File: config.mk
export PLATFORM = sky130hd
export DESIGN_NAME = gpu_cmd_queue
export DESIGN_NICKNAME = d
export VERILOG_FILES = /design/src/rtl/gpu_pkg.sv /design/src/rtl/gpu_cmd_fifo.sv /design/src/rtl/gpu_cmd_queue.sv
export SDC_FILE = /design/constraint.sdc
export NUM_CORES = 1
export LEC_CHECK = 0
export ABC_AREA = 1
export BUFFER_PORTS_ARGS = -buffer_cell sky130_fd_sc_hd__buf_2
export CAP_MARGIN = 20
export CORE_AREA = 2 2 286 358
export DETAILED_ROUTE_END_ITERATION = 12
export DIE_AREA = 0 0 288 360
export HOLD_SLACK_MARGIN = 0.05
export PLACE_DENSITY = 0.73
export SLEW_MARGIN = 5
export SYNTH_ARGS = -nofsm -noshare
export SYNTH_HDL_FRONTEND = slang
export SYNTH_SLANG_ARGS = --single-unit
File: constraint.sdc
create_clock -name clk -period 9.8 [get_ports clk]
set_input_delay 2.94 -clock clk [delete_from_list [all_inputs] [get_ports clk]]
set_output_delay 2.94 -clock clk [all_outputs]
set_load 0.02 [all_outputs]
File: src/rtl/gpu_pkg.sv
// Shared definitions for the GPU command path: command types, scheduler state
// encoding and the packed layout of a queued command entry.
package gpu_pkg;

  localparam logic CMD_DRAW  = 1'b0;
  localparam logic CMD_CLEAR = 1'b1;

  // One-hot to match the encoding used inside the GPU engine.
  typedef enum logic [4:0] {
    StIdle     = 5'b00001,
    StSetup    = 5'b00010,
    StStrobe   = 5'b00100,
    StWaitBusy = 5'b01000,
    StWaitDone = 5'b10000
  } state_e;

  // Coordinate fields carry two guard bits beyond the framebuffer extent.
  function automatic int unsigned coord_width(input int unsigned extent);
    return $clog2(extent) + 2;
  endfunction

  // Entry layout, LSB first: color, y, height, x, width, image_width,
  // address_y, address_x, address, type.
  localparam int unsigned OFF_COLOR = 0;
  localparam int unsigned OFF_Y     = 16;

  function automatic int unsigned off_height(input int unsigned h);
    return OFF_Y + h;
  endfunction

  function automatic int unsigned off_x(input int unsigned h);
    return OFF_Y + 2 * h;
  endfunction

  function automatic int unsigned off_width(input int unsigned w, input int unsigned h);
    return off_x(h) + w;
  endfunction

  function automatic int unsigned off_image_width(input int unsigned w, input int unsigned h);
    return off_x(h) + 2 * w;
  endfunction

  function automatic int unsigned off_address_y(input int unsigned w, input int unsigned h);
    return off_image_width(w, h) + 16;
  endfunction

  function automatic int unsigned off_address_x(input int unsigned w, input int unsigned h);
    return off_image_width(w, h) + 32;
  endfunction

  function automatic int unsigned off_address(input int unsigned w, input int unsigned h);
    return off_image_width(w, h) + 48;
  endfunction

  function automatic int unsigned off_type(input int unsigned w, input int unsigned h);
    return off_image_width(w, h) + 80;
  endfunction

  function automatic int unsigned entry_width(input int unsigned w, input int unsigned h);
    return off_type(w, h) + 1;
  endfunction

endpackage

File: src/rtl/gpu_cmd_fifo.sv
// Synchronous FIFO with an exposed head entry, a full flush and a
// flush-to-head that keeps only the entry currently being executed.
module gpu_cmd_fifo #(
  parameter int unsigned Width = 8,
  parameter int unsigned Depth = 8
) (
  input  logic                     clk,
  input  logic                     rst_n,
  input  logic                     push_i,
  input  logic [Width-1:0]         wdata_i,
  input  logic                     pop_i,
  input  logic                     flush_all_i,
  input  logic                     flush_head_i,
  output logic [Width-1:0]         head_o,
  output logic                     ready_o,
  output logic [$clog2(Depth):0]   count_o
);

  localparam int unsigned AW = $clog2(Depth);
  localparam int unsigned CW = AW + 1;

  logic [Width-1:0] mem_q [Depth];
  logic [AW-1:0]    rptr_q, rptr_d, wptr_q, wptr_d;
  logic [CW-1:0]    count_q, count_d;
  logic             do_push, do_pop;

  assign ready_o = count_q < CW'(Depth);
  assign count_o = count_q;
  assign head_o  = mem_q[rptr_q];

  always_comb begin
    do_push = push_i && ready_o && !flush_all_i && !flush_head_i;
    do_pop  = pop_i && (count_q != '0);
    rptr_d  = rptr_q;
    wptr_d  = wptr_q;
    count_d = count_q;
    if (flush_all_i) begin
      wptr_d  = rptr_q;
      count_d = '0;
    end else if (flush_head_i && (count_q != '0)) begin
      // Head completing in the same cycle leaves nothing behind.
      if (do_pop) begin
        rptr_d  = rptr_q + 1'b1;
        wptr_d  = rptr_q + 1'b1;
        count_d = '0;
      end else begin
        wptr_d  = rptr_q + 1'b1;
        count_d = CW'(1);
      end
    end else begin
      if (do_push) wptr_d = wptr_q + 1'b1;
      if (do_pop)  rptr_d = rptr_q + 1'b1;
      count_d = count_q + CW'(do_push) - CW'(do_pop);
    end
  end

  always_ff @(posedge clk) begin
    if (!rst_n) begin
      rptr_q  <= '0;
      wptr_q  <= '0;
      count_q <= '0;
    end else begin
      rptr_q  <= rptr_d;
      wptr_q  <= wptr_d;
      count_q <= count_d;
    end
  end

  always_ff @(posedge clk) begin
    if (do_push) mem_q[wptr_q] <= wdata_i;
  end

endmodule

File: src/rtl/gpu_cmd_queue.sv
// Queues draw/clear commands and issues them one at a time to the GPU: fields a
// cycle ahead of a clean rising strobe, held until the GPU drops busy.
module gpu_cmd_queue
  import gpu_pkg::*;
#(
  parameter int unsigned FB_WIDTH     = 400,
  parameter int unsigned FB_HEIGHT    = 240,
  parameter int unsigned DEPTH        = 8,
  parameter int unsigned BUSY_TIMEOUT = 4,
  localparam int unsigned W = coord_width(FB_WIDTH),
  localparam int unsigned H = coord_width(FB_HEIGHT)
) (
  input  logic                     clk,
  input  logic                     rst_n,
  input  logic                     cmd_valid,
  output logic                     cmd_ready,
  input  logic                     cmd_type,
  input  logic [31:0]              cmd_address,
  input  logic [15:0]              cmd_address_x,
  input  logic [15:0]              cmd_address_y,
  input  logic [15:0]              cmd_image_width,
  input  logic [W-1:0]             cmd_width,
  input  logic [W-1:0]             cmd_x,
  input  logic [H-1:0]             cmd_height,
  input  logic [H-1:0]             cmd_y,
  input  logic [15:0]              cmd_clear_color,
  input  logic                     flush,
  output logic [31:0]              ctrl_address,
  output logic [15:0]              ctrl_address_x,
  output logic [15:0]              ctrl_address_y,
  output logic [15:0]              ctrl_image_width,
  output logic [W-1:0]             ctrl_width,
  output logic [W-1:0]             ctrl_x,
  output logic [H-1:0]             ctrl_height,
  output logic [H-1:0]             ctrl_y,
  output logic [15:0]              ctrl_clear_color,
  output logic                     ctrl_draw,
  output logic                     ctrl_clear,
  input  logic                     gpu_busy,
  output logic [$clog2(DEPTH):0]   queue_count,
  output logic                     cmd_done,
  output logic                     cmd_error,
  output logic                     idle
);

  localparam int unsigned EW = entry_width(W, H);
  localparam int unsigned TW = $clog2(BUSY_TIMEOUT + 1);
  localparam int unsigned OT = off_type(W, H);

  state_e          state_q, state_d;
  logic [EW-1:0]   push_entry, fifo_head, head_q;
  logic [TW-1:0]   tmo_q, tmo_d;
  logic            done_q, done_d, error_q, error_d;
  logic            load, pop, flush_all, flush_head, strobe_on;

  assign push_entry = {cmd_type, cmd_address, cmd_address_x, cmd_address_y, cmd_image_width,
                       cmd_width, cmd_x, cmd_height, cmd_y, cmd_clear_color};

  gpu_cmd_fifo #(
    .Width (EW),
    .Depth (DEPTH)
  ) u_fifo (
    .clk          (clk),
    .rst_n        (rst_n),
    .push_i       (cmd_valid && !flush),
    .wdata_i      (push_entry),
    .pop_i        (pop),
    .flush_all_i  (flush_all),
    .flush_head_i (flush_head),
    .head_o       (fifo_head),
    .ready_o      (cmd_ready),
    .count_o      (queue_count)
  );

  always_comb begin
    state_d    = state_q;
    tmo_d      = tmo_q;
    load       = 1'b0;
    pop        = 1'b0;
    done_d     = 1'b0;
    flush_all  = 1'b0;
    flush_head = 1'b0;
    error_d    = flush ? 1'b0 : error_q;
    unique case (state_q)
      StIdle: begin
        if (flush) begin
          flush_all = 1'b1;
        end else if (queue_count != '0) begin
          load    = 1'b1;
          state_d = StSetup;
        end
      end
      StSetup: begin
        if (flush) begin
          flush_all = 1'b1;
          state_d   = StIdle;
        end else begin
          state_d = StStrobe;
        end
      end
      StStrobe: begin
        flush_head = flush;
        tmo_d      = '0;
        state_d    = StWaitBusy;
      end
      StWaitBusy: begin
        // The GPU cannot abort, so flush only trims the queue behind the head.
        flush_head = flush;
        if (gpu_busy) begin
          state_d = StWaitDone;
        end else if (tmo_q == TW'(BUSY_TIMEOUT - 1)) begin
          error_d = 1'b1;
          pop     = 1'b1;
          done_d  = 1'b1;
          state_d = StIdle;
        end else begin
          tmo_d = tmo_q + 1'b1;
        end
      end
      StWaitDone: begin
        flush_head = flush;
        if (!gpu_busy) begin
          pop     = 1'b1;
          done_d  = 1'b1;
          state_d = StIdle;
        end
      end
      default: state_d = StIdle;
    endcase
  end

  always_ff @(posedge clk) begin
    if (!rst_n) begin
      state_q <= StIdle;
      head_q  <= '0;
      tmo_q   <= '0;
      done_q  <= 1'b0;
      error_q <= 1'b0;
    end else begin
      state_q <= state_d;
      if (load) head_q <= fifo_head;
      tmo_q   <= tmo_d;
      done_q  <= done_d;
      error_q <= error_d;
    end
  end

  assign strobe_on = (state_q == StStrobe) || (state_q == StWaitBusy) ||
                     (state_q == StWaitDone);

  assign ctrl_clear_color = head_q[OFF_COLOR +: 16];
  assign ctrl_y           = head_q[OFF_Y +: H];
  assign ctrl_height      = head_q[off_height(H) +: H];
  assign ctrl_x           = head_q[off_x(H) +: W];
  assign ctrl_width       = head_q[off_width(W, H) +: W];
  assign ctrl_image_width = head_q[off_image_width(W, H) +: 16];
  assign ctrl_address_y   = head_q[off_address_y(W, H) +: 16];
  assign ctrl_address_x   = head_q[off_address_x(W, H) +: 16];
  assign ctrl_address     = head_q[off_address(W, H) +: 32];
  assign ctrl_draw        = strobe_on && (head_q[OT] == CMD_DRAW);
  assign ctrl_clear       = strobe_on && (head_q[OT] == CMD_CLEAR);

  assign cmd_done  = done_q;
  assign cmd_error = error_q;
  assign idle      = (queue_count == '0) && (state_q == StIdle) && !gpu_busy;

endmodule

==> out/metrics.sh, run 1 <==
TRITONCTS='built'
INITIAL_CORE_UTIL_PCT=49.7
CP-START-KIND='input port'
FINAL.SETUP.WORST_SLACK_NS=3.40
SYN_AREA_UM2=49800
SYNTH.NET_COUNT=4073
GRT_START_MAX_NET_PINS=225
FINAL.MIN_CLOCK_PERIOD_NS=6.40
SYNTHESIZED_FLOP_AND_LATCH_TOTAL=1271
TRITONCTS_BUFFERS=115
YOSYSWARNINGS=0
CELL_ROW_COUNT=130
MAX-VDD-IR-DROP_mV=0.175
TOP_LAYER='met5'
CLOCK_SINKS=1271
GRT_ANTENNA_BEFORE_REPAIR=28
RESULT_OF_THE_RUN='complete, no violations'
PLACEABLECOREAREA_UM2=100000
SYNTH_CELLS=3919
MAX_STAGE_DELAY_NS=0.19
DIE_AREA_UM2=104000
SYNTH_TOP_CELL_BY_AREA='edfxtp_1'
SEQ_AREA_FRAC_SYNTH_PCT=73.4
DIEHEIGHT_UM=360
TIMING.FMAX_MHz=156
SETUP_VIOL_COUNT_FINAL=0
HOLDBUFCOUNTCTS=0
FINCLKSKEW_NS=0.0224
GROUTE.USAGE.OVERALL_PCT=20.6
POST-CTS-SETUP-BUFFERS=0
CRITICAL_PATH_MAXIMUM_FANOUT=5
MET3ROUTEDLENGTH_MM=5.84
SYN_AVG_CELL_AREA_UM2=12.7
DRTANTENNAVIOLNETS=0
TIMING_WORST_SLEW_PIN_VALUE_NS=1.20
FINISH.NET_COUNT=4115
CLOCK_INSERTION_DELAY_AT_THE_LATER_PIN_OF_THE_SKEW_REPORT_NS=0.72
FINAL_LAYOUT_SIZE_SUFFIX_GT1_SHARE_PCT=15.0
DR.PASS1.ITERS=5
FLOORPLAN.DIE.WIDTH_UM=288
AREA_USED_BY_SEQUENTIAL_LOGIC_IN_THE_LAYOUT_UM2=36600
MAXSLEWVIOLCOUNT=0
ROUTED-VIA-COUNT=30077
DETAILEDPLACEMENTHPWL_MM=56.6
POWER_mW=10.9
CLKSLEWWORSTSETUPHOLDPATHS_NS=0.06
CRIT_TYPE='input port to output pin'
DETAIL_ROUTE.WIRELENGTH_MM=108
WL_MET2_MM=55.9
CP-END-KIND='output pin'
CLOCK-ROOT-BUFFER='clkbuf_16'
AREA_DELTA_SYNTH_FINAL_PCT=10.3
TIMING.MAX_SLEW.REL_SLACK_PCT=19.7
FINALWEIGHTEDCONGESTION=0.762
SYNTH_TOP_CELLS_BY_AREA='edfxtp_1, nor2_1, dfxtp_1'
CTS-ROOT-TO-SINK-BUFFERS=3
CRITICAL-PATH-TOP-CELL-BY-COUNT='buf_2'
GRT_PASS1_VIAS=29474
CRITICAL_PATH.SLOWEST_CELL='nor3_1'
DP_SLACK_NS=3.41
YOSYSTOPAREACELLSHARE_PCT=67.1
REG2REG_SETUP_SLACK_NS=6.52
CRITICAL_PATH_ARRIVAL_NS=3.46
WL_MET1_MM=43.1
LAYOUT.CELLS.MOST_COMMON_LIST='edfxtp_1, nor2_1, o21ai_0'
SYNTH.LIB_CELLS_USED.DISTINCT=34
LEAKAGE_nW=18.1
TOTALNEGATIVESETUPSLACK_NS=0
DETAIL_ROUTE.VIAS_PER_CELL=5.57
PWR_DENSITY_CELL_nW_PER_UM2=199
PERIOD_SHARE_PCT=65.3
CTS-HTREE-LEVELS=3
TOP_LEVEL_PORTS=292
CRITICAL_PATH_REQUIRED_NS=6.86
FINAL.FILL_COUNT=8099
GR-TOTAL-OVERFLOW=0
PATH_CELLS='buf_2 -> nor3_1 -> buf_2'
BUFFER_PORTS.INSERTED=291
MOSTFREQUENTLAYOUTCELL='edfxtp_1'
TIMING.HOLD.WORST.CLASS='flip-flop to flip-flop'
POST_CTS.RESIZED_INSTANCES=0
MULTI_INPUT_GATE_AREA_IN_THE_FINAL_LAYOUT_UM2=10800
GRT_PASS1_WL_MM=166
DR.FIRST_ITER.DRC_COUNT=2812
ROUTED_LENGTH_PER_PLACED_INSTANCE_UM=20.1
DRCVIOLATIONCOUNT=0
TIMING_HOLD_VIOLATIONS_FINAL=0
DRV_CAP=0
GRT_SETUP_UNREPAIRED='false'
[metal layers]
metal,vias up,global-route usage [%]
li1,14184,-
met1,14836,25.0
met2,834,36.1
met3,203,3.40
met4,20,9.21
met5,-,0
[critical path, delay by kind of cell]
kind	cells	cell delay (ns)
and+or+nand+nor	1	0.19
buffers and inverters	2	0.32
[power breakdown]
part           internal [mW]  leakage (nW)  total [mW]  switching, mW
Clock                   2.54          1.86        4.48           1.94
Combinational         0.0995          4.86       0.384          0.284
Sequential              6.02          11.3        6.05         0.0384
[cell families (layout without fill, tap and decap cells)]
| group | count (synthesis) | count (layout) | share of synthesized area (%) |
|---|---|---|---|
| xor gates and xnor gates | 3 | 3 | 0.0528 |
| and+or+nand+nor | 925 | 925 | 7.11 |
| buffers and inverters | 435 | 579 | 4.97 |
| DFF | 1271 | 1271 | 73.4 |
| AOI/OAI and AO/OA | 1275 | 1275 | 14.2 |
| other | 0 | 19 | 0 |
| adders and majority gates | 10 | 10 | 0.266 |
[cell type report]
cell class	instances	area share (%)
sequential	1271	66.6
multi-input combinational	2213	19.7
antenna	19	0.0866
inverter	36	0.298
clock buffer	157	5.90
clock inverter	62	1.09
tap	1320	3.01
timing repair buffer	324	3.33
[metrics by stage]
stage / cells / utilization (%) / hold WS [ns] / area, um2
after floorplan: 3919 / - / 0.476 / 49800
after global placement: 5164 / 50.9 / 0.465 / 51000
after detailed placement: 5164 / 50.9 / 0.468 / 51000
after CTS: 5383 / 54.8 / 0.478 / 54900
after global routing: 5396 / 54.8 / 0.518 / 54900
final: 5402 / 54.8 / 0.475 / 54900
[cell usage after synthesis (all sizes together)]
| cell | n |
|---|---|
| edfxtp | 1112 |
| o21ai | 983 |
| nor2 | 871 |
| buf | 277 |
| dfxtp | 159 |
| a21oi | 149 |
| o211ai | 140 |
| clkbuf | 122 |
| inv | 34 |
| nand2 | 31 |
| nand3 | 18 |
| ha | 9 |
| xnor2 | 3 |
| a211oi | 2 |
| clkinv | 2 |
| nand4 | 2 |
| nor3 | 2 |
| fa | 1 |
| o211a | 1 |
| or2 | 1 |
[worst paths after layout]
path	from	to	depth (start not counted)
max reg2reg	u_fifo.rptr_q[1]$_SDFFE_PN0P_	head_q[135]$_SDFFE_PN0P_	7
min	cmd_error$_SDFF_PN0_	cmd_error$_SDFF_PN0_	2
max	gpu_busy	idle	3
min reg2reg	cmd_error$_SDFF_PN0_	cmd_error$_SDFF_PN0_	2
[flip-flops by register name (all words and copies together) (netlist names)]
| signal | cells |
|---|---|
| u_fifo.mem_q | 1112 |
| head_q | 139 |
| state_q | 5 |
| u_fifo.count_o | 4 |
| tmo_q | 3 |
| u_fifo.rptr_q | 3 |
| u_fifo.wptr_q | 3 |
| cmd_done | 1 |
| cmd_error | 1 |
Power figures use the tool's default switching activity.
==> run 2, diff against run 1 <==
PLACE_DENSITY = 0.7   (was 0.73)
clock period = 6.3 ns   (was 9.8 ns; I/O delays follow)
==> run 2 against run 1 <==
Clock power rose by 58%. Non-clock buffer count is 5 higher. Design area rose by 0.33%. Routed wire length increased by 1.0%. Critical path depth unchanged. Worst hold slack improved by 0.0046 ns. First-iteration DRC count decreased by 7.2%.
==> out/metrics.sh, run 2 (synthesis gave the netlist of run 1 again) <==
CELL_ROW_COUNT=130  # unchanged
MOSTFREQUENTLAYOUTCELL='edfxtp_1'
TIMING_HOLD_VIOLATIONS_FINAL=0  # unchanged
DR.PASS1.ITERS=5  # unchanged
DRTANTENNAVIOLNETS=0  # unchanged
AREA_DELTA_SYNTH_FINAL_PCT=10.7
TERMINATING_PIN_OF_THE_WORST_HOLD_PATH='cmd_error$_SDFF_PN0_'
LEAKAGE_nW=18.2  # +0.60%
CTS-HTREE-LEVELS=3  # unchanged
PWR_DENSITY_CELL_nW_PER_UM2=311  # +56%
FINCLKSKEW_NS=0.0173  # -0.00508 ns
GRT_PASS1_WL_MM=166  # -0.17%
PLACED_CELL_AREA_UM2=51100  # +0.19%
TIMING.HOLD.WORST.CLASS='flip-flop to flip-flop'
POST_CTS.RESIZED_INSTANCES=0  # unchanged
INITIAL_CORE_UTIL_PCT=49.7  # unchanged
CLOCK_INSERTION_DELAY_AT_THE_LATER_PIN_OF_THE_SKEW_REPORT_NS=0.70  # -0.02 ns
GRT_ANTENNA_BEFORE_REPAIR=33  # +18%
GRT_SETUP_UNREPAIRED='false'
REG2REG_SETUP_SLACK_NS=2.68  # -3.84 ns
TIMING.MAX_SLEW.REL_SLACK_PCT=15.1  # -4.6 points
PLACEABLECOREAREA_UM2=100000  # unchanged
POWER_mW=17.1  # +57%
FINAL.MIN_CLOCK_PERIOD_NS=4.29
TIMING.FMAX_MHz=233
TOP_LEVEL_PORTS=292  # unchanged
POST-CTS-SETUP-BUFFERS=0  # unchanged
FINALWEIGHTEDCONGESTION=0.757  # -0.71%
CRITICAL_PATH_REQUIRED_NS=4.41  # -2.45 ns
FINISH.INSTANCE_AREA_UM2=55100  # +0.33%
SETUP_VIOL_COUNT_FINAL=0  # unchanged
DIEHEIGHT_UM=360  # unchanged
HOLDBUFCOUNTCTS=0  # unchanged
MAX-VDD-IR-DROP_mV=0.244  # +40%
DR.FIRST_ITER.DRC_COUNT=2609  # -7.2%
REG2REG_DEPTH=6  # -1
DP_SLACK_NS=1.80  # -1.61 ns
LAYOUT.CELLS.MOST_COMMON_LIST='edfxtp_1, nor2_1, o21ai_0'
ROUTED_LENGTH_PER_PLACED_INSTANCE_UM=20.3  # +0.96%
FINISH.NET_COUNT=4124  # +0.22%
FINAL.SETUP.WORST_SLACK_NS=2.01  # -1.39 ns
DETAIL_ROUTE.VIAS_PER_CELL=5.50  # -1.2%
GRT_START_MAX_NET_PINS=276  # +23%
FLOORPLAN.DIE.WIDTH_UM=288  # unchanged
CP-START-KIND='input port'
PERIOD_SHARE_PCT=68.1
DETAIL_ROUTE.WIRELENGTH_MM=110  # +1.0%
BIGGESTREGSBYFLOPS='u_fifo.mem_q (1112), head_q (139), state_q (5)'
TRITONCTS_BUFFERS=119  # +3.5%
CLOCK-ROOT-BUFFER='clkbuf_16'
WORSTREG2REGSTART='u_fifo.rptr_q[0]$_SDFFE_PN0P_'
R2R_END='head_q[18]$_SDFFE_PN0P_'
ROUTED-VIA-COUNT=29725  # -1.2%
TRITONCTS='built'
DIE_AREA_UM2=104000  # unchanged
LARGEST_REGISTER_FF_COUNT=1112  # unchanged
GRT_PASS1_VIAS=28672  # -2.7%
GR-TOTAL-OVERFLOW=0  # unchanged
FINISH.UTILIZATION_PCT=55.0  # +0.18 points
GROUTE.USAGE.OVERALL_PCT=20.7  # +0.025 points
DPL.CELL_COUNT=5168  # +0.077%
CLKSLEWWORSTSETUPHOLDPATHS_NS=0.06  # about the same
TOP_REGISTER='u_fifo.mem_q'
FINAL_LAYOUT_SIZE_SUFFIX_GT1_SHARE_PCT=15.3  # +0.35 points
FINAL.FILL_COUNT=8111  # +0.15%
CRITICAL_PATH_ARRIVAL_NS=2.40  # -1.06 ns
NON_FILLER_INSTANCE_COUNT_AFTER_LAYOUT=5406  # +0.074%
CRITICAL_PATH_MAXIMUM_FANOUT=5  # unchanged
BUFFER_PORTS.INSERTED=291  # unchanged
DRV_CAP=0  # unchanged
CRIT_TYPE='input port to output pin'
CLOCK_SINKS=1271  # unchanged
MIN_DELAY_PATH_DEPTH=2  # unchanged
RESULT_OF_THE_RUN='complete, no violations'
MIN-DELAY-START='cmd_error$_SDFF_PN0_'
TIMING_WORST_SLEW_PIN_VALUE_NS=1.27  # +0.0688 ns
CP-END-KIND='output pin'
DRCVIOLATIONCOUNT=0  # unchanged
MAXSLEWVIOLCOUNT=0  # unchanged
DETAILEDPLACEMENTHPWL_MM=56.9  # +0.57%
CTS-ROOT-TO-SINK-BUFFERS=3  # unchanged
==> run 2: worst max path at each step <==
| stage | start | end | slack, ns | depth (start not counted) |
|---|---|---|---|---|
| detailed placement | flush | u_fifo.mem_q[2][28]$_DFFE_PP_ | 1.80 | 7 |
| finish | gpu_busy | idle | 2.01 | 3 |
| global route | gpu_busy | idle | 1.93 | 3 |
| CTS | gpu_busy | idle | 2.02 | 3 |
| global placement | flush | u_fifo.mem_q[2][30]$_DFFE_PP_ | 1.82 | 7 |
| floorplan | flush | u_fifo.mem_q[0][0]$_DFFE_PP_ | -0.17 | 5 |
==> run 2: final cells by class <==
class,count,area [um2],area share [%]
Sequential cell,1271,36600,66.4
Multi-Input combinational cell,2213,10800,19.6
Timing Repair Buffer,329,1960,3.55
Clock buffer,172,3420,6.21
Clock inverter,54,492,0.892
Inverter,36,165,0.300
Tap cell,1320,1650,3.00
Antenna cell,11,27.5,0.0500
==> run 2: critical path, cell delays in order <==
cell    delay (ns)
buf_2         0.14
nor3_1        0.18
buf_2         0.19
==> run 2: routing by layer <==
metal  track usage [%]  share of wire [%]
met1              25.3                 39
met2              37.1                 53
met3              3.78                5.2
met4              5.91                2.5
met5                 0               0.15
==> run 2: power by group <==
| group | switching [mW] | internal [mW] | leakage [nW] |
|---|---|---|---|
| logic | 0.445 | 0.160 | 4.91 |
| registers | 0.0591 | 9.36 | 11.3 |
| clock network | 3.03 | 4.06 | 1.92 |
| total | 3.54 | 13.6 | 18.2 |
==> run 2: metrics by stage <==
step | hold slack, ns | setup TNS [ns]
finish | 0.480 | 0
global route | 0.502 | 0
CTS | 0.485 | 0
detailed placement | 0.476 | 0
global placement | 0.490 | 0
floorplan | 0.476 | -190.95
